==> config.mk <==
export PLATFORM = sky130hd
export DESIGN_NAME = iob_i2s_tx_ser_flat
export DESIGN_NICKNAME = d
export VERILOG_FILES = /design/src/rtl/iob_i2s_tx_ser_if.sv /design/src/rtl/iob_i2s_tx_ser.sv /design/src/flat_wrapper.sv
export SDC_FILE = /design/constraint.sdc
export NUM_CORES = 1
export LEC_CHECK = 0
export CELL_PAD_IN_SITES_DETAIL_PLACEMENT = 1
export CELL_PAD_IN_SITES_GLOBAL_PLACEMENT = 1
export CORE_AREA = 2 2 94 96
export CTS_BUF_LIST = sky130_fd_sc_hd__clkbuf_8
export DETAILED_ROUTE_END_ITERATION = 16
export DIE_AREA = 0 0 96 98
export PLACE_DENSITY_LB_ADDON = 0.08
export SLEW_MARGIN = 10
export SYNTH_ARGS = -nofsm -noshare
export SYNTH_HDL_FRONTEND = slang
export SYNTH_SLANG_ARGS = --single-unit
==> constraint.sdc <==
create_clock -name clk -period 4.8 [get_ports clk]
set_input_delay 0.72 -clock clk [delete_from_list [all_inputs] [get_ports clk]]
set_output_delay 0.72 -clock clk [all_outputs]
set_load 0.02 [all_outputs]
==> src/rtl/iob_i2s_tx_ser_if.sv <==
// Stereo sample handshake plus the I2S serial lines of the transmitter.
// master = sample producer / line observer, slave = the serializer.
interface iob_i2s_tx_ser_if #(
    parameter int DATA_W = 16
) ();
    logic                  sample_valid;
    logic [2*DATA_W-1:0]   sample_data;
    logic                  sample_ready;
    logic                  bclk;
    logic                  lrclk;
    logic                  sdata;
    logic                  underflow;

    modport master (
        output sample_valid,
        output sample_data,
        input  sample_ready,
        input  bclk,
        input  lrclk,
        input  sdata,
        input  underflow
    );

    modport slave (
        input  sample_valid,
        input  sample_data,
        output sample_ready,
        output bclk,
        output lrclk,
        output sdata,
        output underflow
    );
endinterface

==> src/rtl/iob_i2s_tx_ser.sv <==
// I2S master transmitter: one-entry holding register feeding a 2*DATA_W-bit frame serializer.
// All outputs registered; sample_ready drops while the holding register is full until the next frame load.
module iob_i2s_tx_ser #(
    parameter int DATA_W = 16,
    parameter int DIV_W  = 8
) (
    input  logic             clk,
    input  logic             rst,
    input  logic             en,
    input  logic [DIV_W-1:0] bclk_div,
    iob_i2s_tx_ser_if.slave  bus
);
    localparam int FRAME_W = 2 * DATA_W;
    localparam int CNT_W   = $clog2(FRAME_W);

    localparam logic [CNT_W-1:0] CNT_LAST  = CNT_W'(FRAME_W - 1);
    localparam logic [CNT_W-1:0] CNT_RIGHT = CNT_W'(DATA_W);
    localparam logic [CNT_W-1:0] CNT_LOAD  = CNT_W'(1);

    logic [DIV_W-1:0]   div_q,       div_d;
    logic               bclk_q,      bclk_d;
    logic               lrclk_q,     lrclk_d;
    logic               sdata_q,     sdata_d;
    logic               underflow_q, underflow_d;
    logic [CNT_W-1:0]   bit_cnt_q,   bit_cnt_d;
    logic [FRAME_W-1:0] shift_q,     shift_d;
    logic [FRAME_W-1:0] hold_q,      hold_d;
    logic               hold_full_q, hold_full_d;

    logic [DIV_W-1:0]   div_last;
    logic               div_wrap;
    logic               fall_evt;
    logic               load_evt;
    logic               xfer;
    logic [CNT_W-1:0]   cnt_inc;

    // A divider value of 0 behaves as 1, so the last count is clamped at 0.
    assign div_last = (bclk_div == '0) ? '0 : bclk_div - DIV_W'(1);

    // Using >= lets a shrunken divisor restart at once instead of wrapping the counter.
    assign div_wrap = (div_q >= div_last);
    assign fall_evt = en && div_wrap && bclk_q;
    assign cnt_inc  = (bit_cnt_q == CNT_LAST) ? '0 : bit_cnt_q + CNT_W'(1);
    assign load_evt = fall_evt && (cnt_inc == CNT_LOAD);
    assign xfer     = bus.sample_valid && !hold_full_q;

    always_comb begin
        div_d       = div_q;
        bclk_d      = bclk_q;
        lrclk_d     = lrclk_q;
        sdata_d     = sdata_q;
        underflow_d = 1'b0;
        bit_cnt_d   = bit_cnt_q;
        shift_d     = shift_q;
        hold_d      = hold_q;
        hold_full_d = hold_full_q;

        if (!en) begin
            div_d     = '0;
            bclk_d    = 1'b0;
            lrclk_d   = 1'b1;
            sdata_d   = 1'b0;
            bit_cnt_d = CNT_LAST;
            shift_d   = '0;
        end else begin
            if (div_wrap) begin
                div_d  = '0;
                bclk_d = !bclk_q;
            end else begin
                div_d  = div_q + DIV_W'(1);
            end

            if (fall_evt) begin
                bit_cnt_d = cnt_inc;
                if (cnt_inc == '0) begin
                    lrclk_d = 1'b0;
                end else if (cnt_inc == CNT_RIGHT) begin
                    lrclk_d = 1'b1;
                end

                // The load decision uses the registered fill state, so a same-cycle transfer waits a frame.
                if (load_evt) begin
                    if (hold_full_q) begin
                        sdata_d     = hold_q[FRAME_W-1];
                        shift_d     = {hold_q[FRAME_W-2:0], 1'b0};
                        hold_full_d = 1'b0;
                    end else begin
                        sdata_d     = 1'b0;
                        shift_d     = '0;
                        underflow_d = 1'b1;
                    end
                end else begin
                    sdata_d = shift_q[FRAME_W-1];
                    shift_d = {shift_q[FRAME_W-2:0], 1'b0};
                end
            end
        end

        // The holding register keeps accepting while the serializer is disabled.
        if (xfer) begin
            hold_d      = bus.sample_data;
            hold_full_d = 1'b1;
        end
    end

    always_ff @(posedge clk) begin
        if (rst) begin
            div_q       <= '0;
            bclk_q      <= 1'b0;
            lrclk_q     <= 1'b1;
            sdata_q     <= 1'b0;
            underflow_q <= 1'b0;
            bit_cnt_q   <= CNT_LAST;
            shift_q     <= '0;
            hold_q      <= '0;
            hold_full_q <= 1'b0;
        end else begin
            div_q       <= div_d;
            bclk_q      <= bclk_d;
            lrclk_q     <= lrclk_d;
            sdata_q     <= sdata_d;
            underflow_q <= underflow_d;
            bit_cnt_q   <= bit_cnt_d;
            shift_q     <= shift_d;
            hold_q      <= hold_d;
            hold_full_q <= hold_full_d;
        end
    end

    assign bus.sample_ready = !hold_full_q;
    assign bus.bclk         = bclk_q;
    assign bus.lrclk        = lrclk_q;
    assign bus.sdata        = sdata_q;
    assign bus.underflow    = underflow_q;
endmodule
==> src/flat_wrapper.sv <==
// flat-port wrapper written by rule: the top's interface ports become plain ports
module iob_i2s_tx_ser_flat 
#(
    parameter int DATA_W = 16,
    parameter int DIV_W  = 8
)
  (clk, rst, en, bclk_div, bus_sample_valid, bus_sample_data, bus_sample_ready, bus_bclk, bus_lrclk, bus_sdata, bus_underflow);
  iob_i2s_tx_ser_if #(.DATA_W(DATA_W)) bus_i ();
  input  logic clk;
  input  logic rst;
  input  logic en;
  input  logic [DIV_W-1:0] bclk_div;
  input wire logic [$bits(bus_i.sample_valid)-1:0] bus_sample_valid;
  input wire logic [$bits(bus_i.sample_data)-1:0] bus_sample_data;
  output wire logic [$bits(bus_i.sample_ready)-1:0] bus_sample_ready;
  output wire logic [$bits(bus_i.bclk)-1:0] bus_bclk;
  output wire logic [$bits(bus_i.lrclk)-1:0] bus_lrclk;
  output wire logic [$bits(bus_i.sdata)-1:0] bus_sdata;
  output wire logic [$bits(bus_i.underflow)-1:0] bus_underflow;
  assign bus_i.sample_valid = bus_sample_valid;
  assign bus_i.sample_data = bus_sample_data;
  assign bus_sample_ready = bus_i.sample_ready;
  assign bus_bclk = bus_i.bclk;
  assign bus_lrclk = bus_i.lrclk;
  assign bus_sdata = bus_i.sdata;
  assign bus_underflow = bus_i.underflow;
  iob_i2s_tx_ser #(.DATA_W(DATA_W), .DIV_W(DIV_W)) u_core (.clk(clk), .rst(rst), .en(en), .bclk_div(bclk_div), .bus(bus_i));
endmodule
==> impl_metrics.toml <==
[pwr]
p_per_area_nw_per_um2 = 290
p_leak_nw = 1.56
total_power_mw = 1.26
max-vdd-ir-drop_uv = 133

[layout]
drive_gt1_share_pct = 5.09
final_cells = 599
fillers = 1047
diodes = 0
areaGrowthSynthToFinish_pct = 18.4
layout.nets = 544

[synthesis]
mappedNetlistNets = 515
netlist_area_um2 = 3670
syn_area_per_cell_um2 = 8.02
seq_area_frac_synth_pct = 44.2
yosysWarnings = 0
synthTopCellsByArea = "dfxtp_1 44%, nand2_1 11%, a31oi_1 5.3%, a21oi_1 5.0%, ha_1 4.8%"
synth_top_cell_area_share_pct = 44.2
synthTopCellsByCount = "107 x nand2_1, 81 x dfxtp_1, 37 x a21oi_1, 35 x nand3_1, 33 x o21ai_0"
post-synth-top-count-cell = "nand2_1"
ys_async_sr_fraction_pct = 0
ys_ff_latch = 81
synth_area_leader_cell = "dfxtp_1"
synth.distinct_cells = 41
synth-edff-count = 0
netlist_instances = 457
ys.flop_type = "dfxtp_1"

[global_routing]
grt_antenna_before_repair = 0
grt-ovfl-total = 0
grt_pass1_vias = 3330
grt_pass1_wl_mm = 14.8
grt_usage_pct = 19.6
grt_max_degree = 78

[timing]
fmax_ghz = 0.279
rsz0062_at_grt = "no"
final.setup.tns_ns = 0
period_share_pct = 74.7
relSlewSlack_pct = 21.6
skew_ns = 0.0102
worstMarginPinSlew_ns = 1.18
setup_viol_count_final = 0
min_period_ns = 3.59
slew_violations = 0
timing_hold_violations_final = 0

[worst_setup_path]
cp_slowest_cell = "clkdlybuf4s50_1"
crit_chain = "clkdlybuf4s50_1 -> nor3_1 -> nand3b_1 -> or3_1 -> and2_1 -> ha_1 -> nand2b_4 -> a2111oi_4 -> o32ai_4 -> buf_12 -> a221o_1"
slowest_delay_ns = 0.45
crit_path_end_kind = "flop"
path_class = "in2reg"
startpoint_type = "input port"
rr_worst_depth = 8
r2r_end = "u_core.shift_q[10]"
critPathMaxFanout = 77
worst_ep_required_time_ns = 5.03
reg2reg_slack_ns = 1.77
timing.rr.start = "u_core.bit_cnt_q[0]"
cp.arrival_ns = 3.82

[floorplanning]
die_x_um = 96
core_um2 = 8470
dieArea_um2 = 9410
row_count = 34
ios = 49
die_h_um = 98
start_util_pct = 43.3

[clock_network]
cts_root_buf = "clkbuf_8"
cts_buffers = 9
cts_hold_buf = 0
clk_path_buf_depth = 2
clk_latency_ns = 0.34
postCtsSetupBuffers = 0
ctsResizeCount = 0
numClockSinks = 81
path_clk_slew_ns = 0.08
cts_tree = "built"
h-tree-depth = 3

[detailed_routing]
drtAntennaViolNets = 0
wirelength_mm = 8.51
wl_per_cell_um = 14.2
dr.pass1.iters = 4
num_vias = 3196
drc = 0
drt-vias-per-instance = 5.34
drtIter0Drc = 100

[worst_hold_path]
holdPathEnd = "u_core.hold_q[20]"
hold_class = "reg2reg"
worstHoldStart = "u_core.hold_q[20]"
hold-path-cell-count = 2

[job]
maxCapViolations = 0

[placement]
gp_congestion = 0.823
port_buffers = 48
hpwl_mm = 5.68
dp.cells = 583

[outcome]
status = "completed"
-- stage by stage --
stage | hold WS, ns | utilization (%) | instance area, um2 | setup slack, ns
detailed placement | 0.448 | 49.2 | 4160 | 0.862
global placement | 0.444 | 49.2 | 4160 | 0.968
finish | 0.458 | 51.3 | 4340 | 1.21
CTS | 0.460 | 51.2 | 4340 | 1.21
global route | 0.473 | 51.3 | 4340 | 1.01
floorplan | 0.426 | - | 3670 | 1.62
-- worst max-delay path, delay by kind of cell --
kind	cells	cell delay [ns]
buffers and inverters	2	0.68
AOI/OAI and AO/OA	3	0.92
and+or+nand+nor	5	1.21
adders and majority gates	1	0.26
-- area by class of cell --
class / count / area [um2] / area share [%]
Clock buffer: 11 / 151 / 3.49
Clock inverter: 5 / 22.5 / 0.519
Inverter: 9 / 33.8 / 0.778
Multi-Input combinational cell: 332 / 1850 / 42.5
Sequential cell: 81 / 1620 / 37.3
Tap cell: 108 / 135 / 3.11
Timing Repair Buffer: 53 / 531 / 12.2
-- power by group --
part	internal [mW]	switching, mW	leakage, nW
combinational	0.0587	0.0586	0.805
sequential	0.688	0.00890	0.658
clock	0.210	0.237	0.101
-- how the worst max path moves through the flow --
stage                      from             endpoint  slack (ns)
floorplan           bclk_div[0]  u_core.bit_cnt_q[2]        1.62
global placement    bclk_div[3]  u_core.bit_cnt_q[2]        0.97
detailed placement  bclk_div[3]     u_core.bus.lrclk        0.86
CTS                 bclk_div[3]     u_core.bus.lrclk        1.21
global route        bclk_div[3]  u_core.bit_cnt_q[2]        1.01
finish              bclk_div[3]  u_core.bit_cnt_q[2]        1.21
-- cells in the final DEF (no fill, tap or decap), drive strengths merged, types with 2 or more instances in the layout --
cell,netlist,layout
ha,14,14
clkdlybuf4s50,0,48
a21o,2,2
buf,15,5
dfxtp,81,81
o21a,2,2
a21oi,37,37
nand3,35,35
nor3b,2,2
o31ai,2,2
a221o,2,2
o211ai,2,2
nand3b,2,2
clkinv,0,3
o21ai,34,34
inv,9,11
and3,4,4
clkbuf,20,11
nand4,2,2
nand2,107,107
xor2,4,4
nor3,6,6
nor2,17,17
mux2i,3,3
nand2b,5,5
a31oi,31,31
nor2b,4,4
xnor2,6,6
-- sequential cells by signal, indices dropped and copies added (netlist names) --
name	flops
u_core.bus.underflow	1
u_core.div_q	8
u_core.bus.sdata	1
u_core.hold_full_q	1
u_core.shift_q	31
u_core.hold_q	32
u_core.bit_cnt_q	5
u_core.bus.lrclk	1
u_core.bus.bclk	1
-- routing by layer --
metal	global-route usage (%)	share of wire [%]	vias up
li1	-	-	1629
met1	24.3	49	1525
met2	33.9	48	32
met3	3.78	2.2	10
met4	6.15	1.0	0
met5	0	0	-
-- kinds of logic (layout without fill, tap and decap cells) --
family / after synthesis / after routing / share of synthesized area [%]
DFF: 81 / 81 / 44.2
AOI/OAI and AO/OA: 118 / 118 / 19.7
xor gates and xnor gates: 10 / 10 / 2.39
adders and majority gates: 14 / 14 / 4.78
buffers and inverters: 44 / 78 / 5.73
and+or+nand+nor: 187 / 187 / 22.4
muxes: 3 / 3 / 0.819
(Power assumes the default switching activity.)
